**config.mk**
```make
export PLATFORM = sky130hd
export DESIGN_NAME = usbf_utmi_phy
export DESIGN_NICKNAME = d
export VERILOG_FILES = /design/src/rtl/usbf_utmi_phy.sv
export SDC_FILE = /design/constraint.sdc
export NUM_CORES = 1
export LEC_CHECK = 0
export BUFFER_PORTS_ARGS = -buffer_cell sky130_fd_sc_hd__buf_2
export CAP_MARGIN = 20
export CORE_AREA = 2 2 99 77
export DETAILED_ROUTE_END_ITERATION = 10
export DIE_AREA = 0 0 101 79
export PLACE_DENSITY = 0.71
export SLEW_MARGIN = 25
export SYNTH_ARGS = -nofsm -noshare
export SYNTH_HDL_FRONTEND = slang
export SYNTH_SLANG_ARGS = --single-unit
```
**constraint.sdc**
```tcl
create_clock -name phy_clk -period 4.1 [get_ports phy_clk]
set_clock_uncertainty 0.2 [all_clocks]
set_input_delay 1.23 -clock phy_clk [delete_from_list [all_inputs] [get_ports phy_clk]]
set_output_delay 1.23 -clock phy_clk [all_outputs]
set_load 0.03 [all_outputs]
```
**src/rtl/usbf_utmi_phy.sv**
```systemverilog
// usbf_utmi_phy: UTMI PHY-side byte endpoint pacing TX and sourcing RX; define USBF_PHY_LOOPBACK_EN to replay TX packets on RX
module usbf_utmi_phy #(
  parameter int FS_DIV   = 40,
  parameter int SYNC_CYC = 4,
  parameter int EOP_CYC  = 2
) (
  input  logic        phy_clk,
  input  logic        rst,
  input  logic [7:0]  DataOut,
  input  logic        TxValid,
  output logic        TxReady,
  output logic [7:0]  DataIn,
  output logic        RxValid,
  output logic        RxActive,
  output logic        RxError,
  input  logic        XcvSelect,
  input  logic [1:0]  OpMode,
  output logic [1:0]  LineState,
  input  logic [1:0]  ls_host,
  input  logic [7:0]  rx_inj_data,
  input  logic        rx_inj_valid,
  input  logic        rx_inj_last,
  input  logic        rx_inj_err,
  output logic        rx_inj_ready,
  output logic [7:0]  tx_byte,
  output logic        tx_byte_valid,
  output logic        tx_pkt_done,
  output logic [10:0] tx_pkt_len
);
  typedef enum logic [1:0] {TX_IDLE, TX_SYNC, TX_DATA, TX_EOP} tx_st_t;
  typedef enum logic [1:0] {RX_IDLE, RX_SYNC, RX_DATA, RX_EOP} rx_st_t;
  localparam logic [15:0] FS_M = 16'(FS_DIV - 1);
  localparam logic [15:0] SY_M = 16'(SYNC_CYC - 1);
  localparam logic [15:0] EO_M = 16'(EOP_CYC - 1);
  tx_st_t tx_q, tx_d;
  rx_st_t rx_q, rx_d;
  logic [15:0] tc_q, tc_d, rc_q, rc_d;
  logic [10:0] len_q, len_d, pkt_len_q;
  logic [7:0] tx_byte_q, src_data;
  logic [1:0] ls_q;
  logic tbv_q, done_q, done_d;
  logic t_bnd, r_bnd, r_pop, cap, rx_go, tx_go;
  logic src_vld, src_last, src_err, rp_rdy, rp_blk, rp_act;

  assign t_bnd = !XcvSelect || tc_q == FS_M;
  assign r_bnd = !XcvSelect || rc_q == FS_M;
  assign TxReady = tx_q == TX_DATA && t_bnd;
  assign cap = TxReady && TxValid;
  assign rx_go = rx_q == RX_IDLE && tx_q == TX_IDLE && (rp_blk ? rp_rdy : rx_inj_valid);
  assign tx_go = tx_q == TX_IDLE && rx_q == RX_IDLE && TxValid && !rx_go && !rp_blk;
  assign r_pop = rx_q == RX_DATA && r_bnd;
  assign rx_inj_ready = r_pop && !rp_act;
  assign RxValid = r_pop && src_vld && !src_err;
  assign RxError = r_pop && !(src_vld && !src_err);
  assign DataIn = RxValid ? src_data : 8'h00;
  assign RxActive = rx_q != RX_IDLE;
  assign LineState = (tx_q != TX_IDLE && OpMode == 2'b10) ? 2'b10 : ls_q;
  assign tx_byte = tx_byte_q;
  assign tx_byte_valid = tbv_q;
  assign tx_pkt_done = done_q;
  assign tx_pkt_len = pkt_len_q;

`ifdef USBF_PHY_LOOPBACK_EN
  logic [7:0] buf_q [64];
  logic [6:0] rp_idx_q;
  logic [10:0] rp_len_q;
  logic [15:0] rp_dly_q;
  logic rp_pend_q, rp_act_q;
  assign rp_act = rp_act_q;
  assign rp_blk = rp_pend_q;
  assign rp_rdy = rp_pend_q && rp_dly_q == 16'd0;
  assign src_vld = rp_act_q || rx_inj_valid;
  assign src_err = rp_act_q ? rp_idx_q[6] : rx_inj_err;
  assign src_data = rp_act_q ? buf_q[rp_idx_q[5:0]] : rx_inj_data;
  assign src_last = rp_act_q ? (rp_idx_q[6] || {4'd0, rp_idx_q} == rp_len_q - 11'd1) : rx_inj_last;
  // capture the first 64 bytes of each TX packet for replay
  always_ff @(posedge phy_clk)
    if (cap && len_q < 11'd64) buf_q[len_q[5:0]] <= DataOut;
  // schedule replay after a completed non-empty packet and walk the buffer while it plays
  always_ff @(posedge phy_clk or negedge rst)
    if (!rst) begin
      rp_pend_q <= 1'b0;
      rp_act_q <= 1'b0;
      rp_idx_q <= '0;
      rp_len_q <= '0;
      rp_dly_q <= '0;
    end else begin
      if (done_d && len_q != 11'd0) begin
        rp_pend_q <= 1'b1;
        rp_dly_q <= 16'(EOP_CYC);
        rp_len_q <= len_q;
      end else if (rp_dly_q != 16'd0) rp_dly_q <= rp_dly_q - 16'd1;
      if (rx_go && rp_rdy) begin
        rp_act_q <= 1'b1;
        rp_pend_q <= 1'b0;
        rp_idx_q <= '0;
      end else if (rp_act_q && r_pop) rp_idx_q <= rp_idx_q + 7'd1;
      if (rx_q != RX_IDLE && rx_d == RX_IDLE) rp_act_q <= 1'b0;
    end
`else
  assign rp_act = 1'b0;
  assign rp_blk = 1'b0;
  assign rp_rdy = 1'b0;
  assign src_vld = rx_inj_valid;
  assign src_err = rx_inj_err;
  assign src_data = rx_inj_data;
  assign src_last = rx_inj_last;
`endif

  // TX next state, byte-time counter and saturating length
  always_comb begin
    tx_d = tx_q;
    done_d = 1'b0;
    case (tx_q)
      TX_IDLE: tx_d = tx_go ? TX_SYNC : TX_IDLE;
      TX_SYNC: tx_d = tc_q == SY_M ? TX_DATA : TX_SYNC;
      TX_DATA: tx_d = (TxReady && !TxValid) ? TX_EOP : TX_DATA;
      default: begin
        tx_d = tc_q == EO_M ? TX_IDLE : TX_EOP;
        done_d = tc_q == EO_M;
      end
    endcase
    tc_d = (tx_d != tx_q || tx_q == TX_IDLE || (tx_q == TX_DATA && t_bnd)) ? '0 : tc_q + 16'd1;
    len_d = done_d ? '0 : (cap && len_q != 11'h7FF) ? len_q + 11'd1 : len_q;
  end

  // TX state, capture monitor and end-of-packet report
  always_ff @(posedge phy_clk or negedge rst)
    if (!rst) begin
      tx_q <= TX_IDLE;
      tc_q <= '0;
      len_q <= '0;
      done_q <= 1'b0;
      tbv_q <= 1'b0;
      tx_byte_q <= '0;
      pkt_len_q <= '0;
    end else begin
      tx_q <= tx_d;
      tc_q <= tc_d;
      len_q <= len_d;
      done_q <= done_d;
      tbv_q <= cap;
      if (cap) tx_byte_q <= DataOut;
      if (done_d) pkt_len_q <= len_q;
    end

  // RX next state and byte-time counter
  always_comb begin
    rx_d = rx_q;
    case (rx_q)
      RX_IDLE: rx_d = rx_go ? RX_SYNC : RX_IDLE;
      RX_SYNC: rx_d = rc_q == SY_M ? RX_DATA : RX_SYNC;
      RX_DATA: rx_d = (r_pop && (!src_vld || src_last)) ? RX_EOP : RX_DATA;
      default: rx_d = rc_q == EO_M ? RX_IDLE : RX_EOP;
    endcase
    rc_d = (rx_d != rx_q || rx_q == RX_IDLE || r_pop) ? '0 : rc_q + 16'd1;
  end

  // RX state and registered host line state
  always_ff @(posedge phy_clk or negedge rst)
    if (!rst) begin
      rx_q <= RX_IDLE;
      rc_q <= '0;
      ls_q <= 2'b00;
    end else begin
      rx_q <= rx_d;
      rc_q <= rc_d;
      ls_q <= ls_host;
    end
endmodule

```
; Yosys cells after proc, flatten, opt, wreduce, memory -nomap -nowiden
; Cells that the tools add are included.
[totals]
word_cells = 78
out_inout_bits = 36
reg_bits = 70
input_bits = 27
[classes]
add_sub_neg = 3
reduce_logical = 34
muxes = 17
n_eq_ne = 14
[ops]
columns = cell, count
row1 = adder 16 x 1 -> 16 bit (second input constant), 2
row2 = == test 16 x 1 -> 1 bit (second input constant), 2
row3 = == test 16 x 2 -> 1 bit (second input constant), 2
row4 = == test 16 x 6 -> 1 bit (second input constant), 2
row5 = 2-to-1 mux 16 bit, 2
row6 = 2-to-1 mux 11 bit, 2
row7 = logical AND 1 bit, 15
row8 = case mux 2 bit (3 select lines), 2
row9 = adder 11 x 1 -> 11 bit (second input constant), 1
row10 = != test 11 bit (second input constant), 1
row11 = 2-to-1 mux 2 bit, 5
row12 = 2-to-1 mux 8 bit, 1
row13 = logical OR 1 bit, 7
row14 = == test 2 bit (second input constant), 3
row15 = logical NOT 1 bit, 6
row16 = nonzero test 2 bit, 3
row17 = 2-to-1 mux 1 bit, 5
row18 = == test 2 x 1 -> 1 bit (second input constant), 2
row19 = logical NOT 2 bit, 2
row20 = != test 2 bit, 2
row21 = OR reduction 3 bit, 1

; Depth between registers and ports, before layout
; Gate-level depths: netlist of run 1.
[depth]
depth_word = 11
depth_mapped = 9

; Worst setup path before layout of run 1
; No wires, ideal clock.
[synth_timing]
kind = input -> output
start = in XcvSelect
end = out RxError
path_buffers = 1
path_slack_ns = 0.073
t_arrival_ns = 2.597
stages = 4
cell_sequence = a21boi_0 -> nor3b_1 -> clkbuf_1 -> nor2b_1
[synth_between]
elab_chain_len = 4
[synth_lines]
columns = item, line_no
row1 = from (decl), 16  ; input logic XcvSelect,
row2 = logical NOT 1 bit, 46  ; assign r_bnd = !XcvSelect || rc_q == FS_M;
row3 = logical OR 1 bit, 46
row4 = logical AND 1 bit, 51  ; assign r_pop = rx_q == RX_DATA && r_bnd;
row5 = net rx_inj_ready, 24  ; output logic rx_inj_ready,
row6 = logical AND 1 bit, 54  ; assign RxError = r_pop && !(src_vld && !src_err);
row7 = to (decl), 15  ; output logic RxError,
; The timed path passes the listed nets, and every way through them passes these cells.

; Worst setup path in the final report of run 1
[layout_timing]
start = reg tc_q[8]
end = out TxReady
[layout_between]
elab_chain_len = 3
[layout_lines]
columns = item, line_no
row1 = from (decl), 37  ; logic [15:0] tc_q, tc_d, rc_q, rc_d;
row2 = from (signal assigned), 139  ; tc_q <= tc_d;
row3 = == test 16 x 6 -> 1 bit, 45  ; assign t_bnd = !XcvSelect || tc_q == FS_M;
row4 = logical OR 1 bit, 45
row5 = logical AND 1 bit, 47  ; assign TxReady = tx_q == TX_DATA && t_bnd;
row6 = to (decl), 11  ; output logic TxReady,
; No other way between the ends.

==> flow_summary.ini, run 1 <==
[status]
status = finished clean

[clocking]
path_clk_slew_ps = 80
root_buffer = clkbuf_8
numClockSinks = 70
cts-hold-fix-buffers = 0
insertion_delay_ps = 350
htree_levels = 3
cts_inserted_buffers = 9
clk_path_buf_depth = 2
cts_tree = done
cts_setup_buffers = 0
postCtsResizedCells = 0

[die]
die_h_um = 79
die_w_um = 101
start_util_pct = 47.9
pin_count = 63
design.die.area_mm2 = 0.00798
rows = 27
core-area_mm2 = 0.00709

[grt]
grt_antenna_before_repair = 0
grt_max_degree = 44
grt_pass1_vias = 2623
grt-ovfl-total = 0
gr-usage-all-layers_pct = 19.7
grt_pass1_wl_mm = 12.3

[final_layout]
syn2layout_area_growth_pct = 18.6
drive_gt1_share_pct = 23.9
num_antenna_cells = 0
fin_util_pct = 56.8
fin_nets = 446
fin_cells = 506
nFillCells = 636

[hold_path]
min_to = tx_pkt_len[3]
worstHoldStart = tx_pkt_len[3]
min_delay_path_depth = 2
min_path_type = reg2reg

[critical_path]
cp_max_fo = 4
r2r_slack_ps = 1170
cpPeakStageDelay_ps = 590
crit_type = reg2out
arrival_ps = 2480
crit_buf_inv = 1
critPathSlowestCell = or4_1
crit_family = simple AND/OR/NAND/NOR gates
worstSetupEndpointType = primary output
r2r_start = tc_q[8]
crit_chain = or4_1, or4_4, a21oi_1, buf_2
required_ps = 2670
reg2regPathDepth = 6
critPathLaunchType = flip-flop
r2r_end = tx_pkt_len[1]

[logic_synthesis]
synth_top_cells_by_count = dfrtp_1 (70), nand2_1 (53), nor2_1 (40), nand3_1 (21), xor2_1 (18)
synthAdderAreaFrac_pct = 1.84
synth_cell_type_count = 46
yosys-top-cells-area = dfrtp_1 (52%), nand2_1 (5.9%), xor2_1 (4.6%), nor2_1 (4.4%), nand3_1 (3.1%)
synth_edf_count = 0
ys_seq_elements = 70
syn-cell-area_mm2 = 0.00340
synthArstFlopShare_pct = 100
synth_top_area_cell = dfrtp_1
synth.area.mux_share_pct = 2.95
ys_seq_area_share_pct = 51.5
synth_compound_area_share_pct = 7.33
avgSynthCellArea_um2 = 9.63
synth-xor-area-share_pct = 7.22
synth_most_common_cell = dfrtp_1
ys.flop_type = dfrtp_1
syn_nets = 385
yosys.area_share.simple_pct = 26.0
yosysTopAreaCellShare_pct = 51.5
yosysWarnings = 0
synth_cells = 353
synth_top_family_by_area = simple AND/OR/NAND/NOR gates

[sta]
relSlewSlack_pct = 54.2
maxSlewViolCount = 0
hold_viol = 0
fin_crit_sh_pct = 95.3
clock.fmax_ghz = 0.256
worstMarginPinSlew_ps = 678
tns_ps = 0
rsz0062_at_grt = no
finalSetupViolCount = 0
fin_crit_ps = 3910

[pwr]
p_leak_uw = 0.00200
peakVddDrop_mv = 0.433
power.density_mw_per_mm2 = 579

[detailed_routing]
drtIter0Drc = 124
viasPerCell = 5.31
drt_wl_total_mm = 7.06
dr.pass1.iters = 4
ant_nets = 0
drcViolationCount = 0
wl_per_cell_um = 13.9
via_count = 2685

[placement]
io_buffer_count = 62
place.detailed.hpwl_mm = 5.05
placedCellCount = 490
globalplace.congestion = 0.840

[job]
max-cap-violations = 0
## routing by layer
| metal | global-route usage, % | wire length, um |
|---|---|---|
| met5 | 0 | 0 |
| met2 | 30.7 | 3200 |
| met1 | 26.8 | 3390 |
| met4 | 5.68 | 58 |
| met3 | 5.90 | 410 |
## registers in the layout (all words and copies together), names as in the netlist
signal	cells
ls_q	2
len_q	11
tx_pkt_done	1
tx_byte_valid	1
rc_q	16
tx_byte	8
tx_pkt_len	11
rx_q	2
tx_q	2
tc_q	16
## logic make-up (layout without fill, tap and decap cells)
kind of cell	count (synthesis)	in the layout
and+or+nand+nor	178	178
DFF	70	70
AOI/OAI and AO/OA	38	38
xor gates and xnor gates	28	28
buffers and inverters	25	91
muxes	9	9
adders and majority gates	5	5
## through the flow
stage / area (um^2) / power, uW / worst slack (ps) / hold WS, ps
2_1_floorplan: 3400 / 1480 / 72.9 / 263
3_3_place_gp: 3780 / 1650 / 439 / 255
3_5_place_dp: 3780 / 1680 / 422 / 258
4_1_cts: 4020 / 2360 / 110 / 276
5_1_grt: 4030 / 2490 / 74.3 / 295
6_report: 4030 / 2330 / 195 / 273
## worst max path at each step
stage | slack, ps | start | to | cells past startpoint
floorplan | 70 | XcvSelect | RxError | 4
global placement | 440 | XcvSelect | DataIn[7] | 6
detailed placement | 420 | XcvSelect | DataIn[7] | 6
CTS | 110 | rc_q[11] | DataIn[7] | 7
global route | 70 | rc_q[11] | DataIn[3] | 7
finish | 190 | tc_q[8] | TxReady | 4
## report_power, final
group,switching [uW],total (uW),internal (uW)
registers,130,948,818
logic,464,709,245
clock network,269,675,406
total,864,2330,1470
## placed cells by master, fill, tap and decap left out, types with 5 or more instances in the layout
master and count:
a21oi_1 10, and3_1 15, buf_2 61, buf_4 6, clkbuf_8 9, dfrtp_1 70
ha_1 5, inv_1 7, mux2_2 8, nand2_1 53, nand2b_1 5, nand3_1 21
nand4_1 8, nor2_1 40, nor3_1 8, o21ai_0 7, xnor2_1 10, xor2_1 18
## worst register-to-register path, cell delays in order (launching register included)
cell and delay [ps]:
dfrtp_1 420, or4_1 590, nor4b_2 500, nand2_1 520, inv_2 440, nand2_1 130, nand2_1 70
## cell type report
| type | count | area (um^2) | share of cell area [%] |
|---|---|---|---|
| Clock inverter | 7 | 121 | 3.01 |
| Clock buffer | 9 | 124 | 3.07 |
| Multi-Input combinational cell | 258 | 1550 | 38.3 |
| Timing Repair Buffer | 67 | 350 | 8.69 |
| Sequential cell | 70 | 1750 | 43.5 |
| Tap cell | 87 | 109 | 2.70 |
| Inverter | 8 | 30.0 | 0.745 |
Power figures use the tool's default switching activity.
==> inputs of run 2 (changes only) <==
--- a/config.mk
+++ b/config.mk
@@ -10,7 +10,7 @@
 export CORE_AREA = 2 2 99 77
 export DETAILED_ROUTE_END_ITERATION = 10
 export DIE_AREA = 0 0 101 79
-export PLACE_DENSITY = 0.71
+export PLACE_DENSITY_LB_ADDON = 0.08
 export SLEW_MARGIN = 25
 export SYNTH_ARGS = -nofsm -noshare
 export SYNTH_HDL_FRONTEND = slang
==> run 2 against run 1 <==
  * Worst setup slack better by 32 ps
  * Clock power fell by 11%
  * Largest cell class unchanged
  * Power is 3.1% lower
  * Final area is 0.56% lower
  * Routed wire length is 1.5% lower
  * First-iteration DRC count decreased by 24%
  * Utilization shrank 0.32 points
==> flow_summary.ini, run 2 (synthesized netlist as in run 1, its figures left out) <==
[status]
status = finished clean

[grt]
grt.busiest_layer = met2
grt_use_met1_pct = 26.6
grt_max_degree = 71
met3_usage_pct = 5.46
grt_use_met2_pct = 29.0
grt_pass1_vias = 2562
grt_pass1_wl_mm = 11.9
gr-usage-all-layers_pct = 19.2
grt-ovfl-total = 0
grt_antenna_before_repair = 0

[pwr]
power.density_mw_per_mm2 = 564
finalPower_uw = 2260
peakVddDrop_mv = 0.337
p_leak_uw = 0.00200

[critical_path]
cpPeakStageDelay_ps = 570
worstSetupEndpointType = primary output
required_ps = 2670
critPathLaunchType = flip-flop
crit_type = reg2out
crit_buf_inv = 2
arrival_ps = 2440
cp_max_fo = 6
critPathSlowestCell = or4_1
crit_chain = or4_1, nor3_4, a21boi_1, nor3b_2, buf_2, and3_1, clkbuf_4
crit_family = simple AND/OR/NAND/NOR gates

[die]
pin_count = 63
core-area_mm2 = 0.00709
die_h_um = 79
start_util_pct = 47.9
die_w_um = 101
design.die.area_mm2 = 0.00798
rows = 27

[detailed_routing]
ant_nets = 0
via_count = 2680
drcViolationCount = 0
viasPerCell = 5.30
wl_per_cell_um = 13.7
drtIter0Drc = 94
dr.pass1.iters = 4
drt_wl_total_mm = 6.95

[sta]
finalSetupViolCount = 0
tns_ps = 0
maxSlewViolCount = 0
worstMarginPinSlew_ps = 870
fin_crit_ps = 3870
hold_viol = 0
clock.fmax_ghz = 0.258
rsz0062_at_grt = no
relSlewSlack_pct = 42.0
fin_crit_sh_pct = 94.5

[final_layout]
fin_nets = 446
num_antenna_cells = 0
reg_top3 = rc_q x16, tc_q x16
final_cell_mix = dfrtp_1 (70), buf_2 (62), nand2_1 (53)
mostFrequentLayoutCell = dfrtp_1
drive_gt1_share_pct = 23.9
syn2layout_area_growth_pct = 18.0
fin_cells = 506

[clocking]
htree_levels = 3
cts_inserted_buffers = 9
cts_tree = done
insertion_delay_ps = 350
path_clk_slew_ps = 70
clk_path_buf_depth = 2
root_buffer = clkbuf_8
cts-hold-fix-buffers = 0
numClockSinks = 70

[placement]
io_buffer_count = 62
placedCellCount = 488
place.detailed.hpwl_mm = 4.69
globalplace.congestion = 0.771

[hold_path]
min_path_type = reg2reg

[job]
max-cap-violations = 0
==> run 2: timing repair <==
action,4_1_cts,5_1_grt
setup endpoints to repair,0,11
buffers inserted,0,1
gates resized for setup,0,6
==> run 2: power breakdown <==
| part | leakage, uW | internal (uW) | switching [uW] | total, uW |
|---|---|---|---|---|
| registers | 0.000938 | 818 | 131 | 949 |
| logic | 0.000951 | 248 | 461 | 709 |
| clock network | 0.000106 | 341 | 262 | 603 |
| total | 0.00200 | 1410 | 854 | 2260 |
==> run 2: worst paths after layout <==
kind                                    start            end  slack (ps)  depth (start not counted)
worst max-delay path                 rc_q[10]      DataIn[4]         230                          7
worst min register to register  tx_pkt_len[8]  tx_pkt_len[8]         270                          2
worst max register to register        tc_q[8]  tx_pkt_len[7]        1190                          6
min in group asynchronous                 rst       rc_q[13]         870                          2
max in group asynchronous                 rst     tx_byte[2]        2260                          2
worst min-delay path            tx_pkt_len[8]  tx_pkt_len[8]         270                          2
==> run 2: through the flow <==
stage	instance area (um^2)	worst slack [ps]	hold WS (ps)	utilization, %
global route	4010	66.2	294	56.5
CTS	3980	110	275	56.1
finish	4010	227	270	56.5
floorplan	3400	72.9	263	-
global placement	3760	445	253	53.1
detailed placement	3760	427	256	53.1
==> run 2: layout make-up <==
| type | count | area, um^2 |
|---|---|---|
| fillers | 641 | 3090 |
| repair buffers | 67 | 348 |
| multi-input cells | 258 | 1560 |
| inverters | 8 | 30.0 |
| well taps | 87 | 109 |
| clock buffers | 10 | 128 |
| clock inverters | 6 | 86.3 |
| flip-flops and latches | 70 | 1750 |
==> run 2: routing by layer <==
layer	up-vias	share of wire, %
met1	1268	50
li1	1332	-
met3	6	5.2
met2	74	44
met4	0	1.1
met5	-	0
==> run 2: tightest hold or removal path: cells and delay by family, from the launching register on <==
family           cells  cell delay (ps)
AND/OR/NAND/NOR      2              110
flip-flops           1              340
==> inputs of run 3 (changes only) <==
--- a/config.mk
+++ b/config.mk
@@ -5,11 +5,13 @@
 export SDC_FILE = /design/constraint.sdc
 export NUM_CORES = 1
 export LEC_CHECK = 0
+export ABC_AREA = 1
 export BUFFER_PORTS_ARGS = -buffer_cell sky130_fd_sc_hd__buf_2
 export CAP_MARGIN = 20
-export CORE_AREA = 2 2 99 77
+export CORE_AREA = 2 2 103 80
+export CTS_BUF_LIST = sky130_fd_sc_hd__clkbuf_2 sky130_fd_sc_hd__clkbuf_4 sky130_fd_sc_hd__clkbuf_8
 export DETAILED_ROUTE_END_ITERATION = 10
-export DIE_AREA = 0 0 101 79
+export DIE_AREA = 0 0 105 82
 export PLACE_DENSITY_LB_ADDON = 0.08
 export SLEW_MARGIN = 25
 export SYNTH_ARGS = -nofsm -noshare
==> run 3 against run 2 <==
  * Cell count increased by 23%
  * Area after synthesis up 8.9%
  * Sequential share of layout area is 3.0 points lower
  * Worst setup slack gained 400 ps
  * Synthesized cell count is 27% higher
  * Critical path type is now in2out
==> flow_summary.ini, run 3 <==
[status]
status = finished clean

[sta]
hold_viol = 0
fin_crit_ps = 3470
maxSlewViolCount = 0
rsz0062_at_grt = no
worstMarginPinSlew_ps = 762
fin_crit_sh_pct = 84.7
clock.fmax_ghz = 0.288
tns_ps = 0
relSlewSlack_pct = 49.2
finalSetupViolCount = 0

[logic_synthesis]
synth_cells = 450
yosys-top-cells-area = dfrtp_1 (47%), nand2_1 (8.3%), xor2_1 (7.3%), nor2_1 (5.7%), nand3_1 (5.3%)
synth_cell_type_count = 27
yosysWarnings = 0
ys.flop_type = dfrtp_1
synth_top_cells_by_count = nand2_1 (82), dfrtp_1 (70), nor2_1 (56), inv_1 (51), nand3_1 (39)
synth_most_common_cell = nand2_1
syn_nets = 482
synth_top_area_cell = dfrtp_1
ys_seq_area_share_pct = 47.3
syn-cell-area_mm2 = 0.00370
ys_seq_elements = 70
synth_edf_count = 0
synthArstFlopShare_pct = 100
avgSynthCellArea_um2 = 8.22
yosysTopAreaCellShare_pct = 47.3

[pwr]
finalPower_uw = 1820
power.density_mw_per_mm2 = 422
p_leak_uw = 0.00215
peakVddDrop_mv = 0.189

[placement]
placedInstanceArea_mm2 = 0.00410
io_buffer_count = 62
place.detailed.hpwl_mm = 5.73
globalplace.congestion = 0.856

[final_layout]
final_area_mm2 = 0.00430
reg_top3 = rc_q x16, tc_q x16
final_cell_mix = nand2_1 (82), dfrtp_1 (70), buf_2 (62)
fin_util_pct = 56.3
syn2layout_area_growth_pct = 16.3
drive_gt1_share_pct = 19.7
nFillCells = 745
multiInputGateArea_mm2 = 0.00166
num_antenna_cells = 0
regArea_mm2 = 0.00175
fin_nets = 546
mostFrequentLayoutCell = nand2_1

[clocking]
path_clk_slew_ps = 70
cts_inserted_buffers = 9
clk_path_buf_depth = 2
insertion_delay_ps = 340
postCtsResizedCells = 0
root_buffer = clkbuf_8
cts_setup_buffers = 0
cts-hold-fix-buffers = 0
cts_tree = done
numClockSinks = 70
htree_levels = 3

[detailed_routing]
drt_wl_total_mm = 8.06
drtIter0Drc = 165
viasPerCell = 4.99
dr.pass1.iters = 4
wl_per_cell_um = 12.9
ant_nets = 0
drcViolationCount = 0
via_count = 3113

[hold_path]
min_path_type = reg2reg

[die]
core-area_mm2 = 0.00764
die_h_um = 82
design.die.area_mm2 = 0.00861
die_w_um = 105
start_util_pct = 48.4
rows = 28
pin_count = 63

[grt]
grt_pass1_vias = 3055
grt_antenna_before_repair = 0
grt_pass1_wl_mm = 13.8
grt_max_degree = 39
grt-ovfl-total = 0
gr-usage-all-layers_pct = 20.0

[critical_path]
cp_max_fo = 9
crit_type = in2out
arrival_ps = 2040
critPathLaunchType = input port
cpPeakStageDelay_ps = 200
critPathSlowestCell = buf_2
required_ps = 2670
worstSetupEndpointType = primary output
crit_chain = buf_2, nand2_1, nand2_1, inv_2, nand3_2, nor2_1, buf_2

[job]
max-cap-violations = 0
run 3: changes by cell type after synthesis, sizes merged, moves of 8 or more:
| cell | previous run | this run |
|---|---|---|
| a21oi | 11 | 3 |
| and3 | 15 | 0 |
| clkbuf | 11 | 3 |
| inv | 8 | 58 |
| mux2 | 8 | 0 |
| nand2 | 53 | 85 |
| nand3 | 21 | 41 |
| nand4 | 8 | 24 |
| nor2 | 40 | 59 |
| nor3 | 9 | 32 |
| o21ai | 7 | 18 |
| xor2 | 18 | 31 |
run 3: per-layer routing:
layer  wire (um)  up-vias  GRT usage, %
met5           0        -             0
met4         136        0          8.40
met3         359       15          5.16
met2        3490       72          31.4
met1        4070     1441          26.7
li1            -     1585             -
run 3: worst paths after layout:
| check | from | endpoint | slack [ps] | cells past startpoint |
|---|---|---|---|---|
| setup / recovery | XcvSelect | DataIn[1] | 630 | 7 |
| hold / removal | tx_pkt_len[1] | tx_pkt_len[1] | 280 | 2 |
| setup reg to reg | tc_q[5] | tc_q[12] | 1400 | 6 |
| hold reg to reg | tx_pkt_len[1] | tx_pkt_len[1] | 280 | 2 |
| max in group asynchronous | rst | rx_q[1] | 2280 | 2 |
| min in group asynchronous | rst | tx_pkt_len[3] | 750 | 1 |
run 3: metrics by stage:
stage / hold WS, ps / setup WS, ps / std cells
6_report: 285 / 627 / 624
5_1_grt: 318 / 360 / 624
4_1_cts: 286 / 610 / 624
3_5_place_dp: 268 / 619 / 608
3_3_place_gp: 261 / 654 / 608
2_1_floorplan: 260 / 614 / 450
run 3: cells by family (layout without fill, tap and decap cells):
logic type	after synthesis	after routing	share of synthesized area, %
xor gates and xnor gates	35	35	8.29
and+or+nand+nor	248	248	31.6
buffers and inverters	69	138	7.78
adders and majority gates	5	5	1.69
AOI/OAI and AO/OA	23	23	3.31
DFF	70	70	47.3
run 3: cell type report:
type                    instances  share of cell area (%)
well taps                     105                    3.05
clock buffers                  12                    3.69
flip-flops and latches         70                    40.7
inverters                      58                    5.06
clock inverters                 4                    1.05
repair buffers                 64                    7.85
multi-input cells             311                    38.6
run 3: critical path: cells and delay by family:
| kind | cells | cell delay, ps |
|---|---|---|
| buffers and inverters | 3 | 380 |
| AND/OR/NAND/NOR | 4 | 430 |
run 3: power breakdown:
part,internal (uW),switching [uW],leakage [uW]
clock,318,249,0.000110
sequential,759,61.2,0.000955
combinational,126,303,0.00109
total,1200,613,0.00215
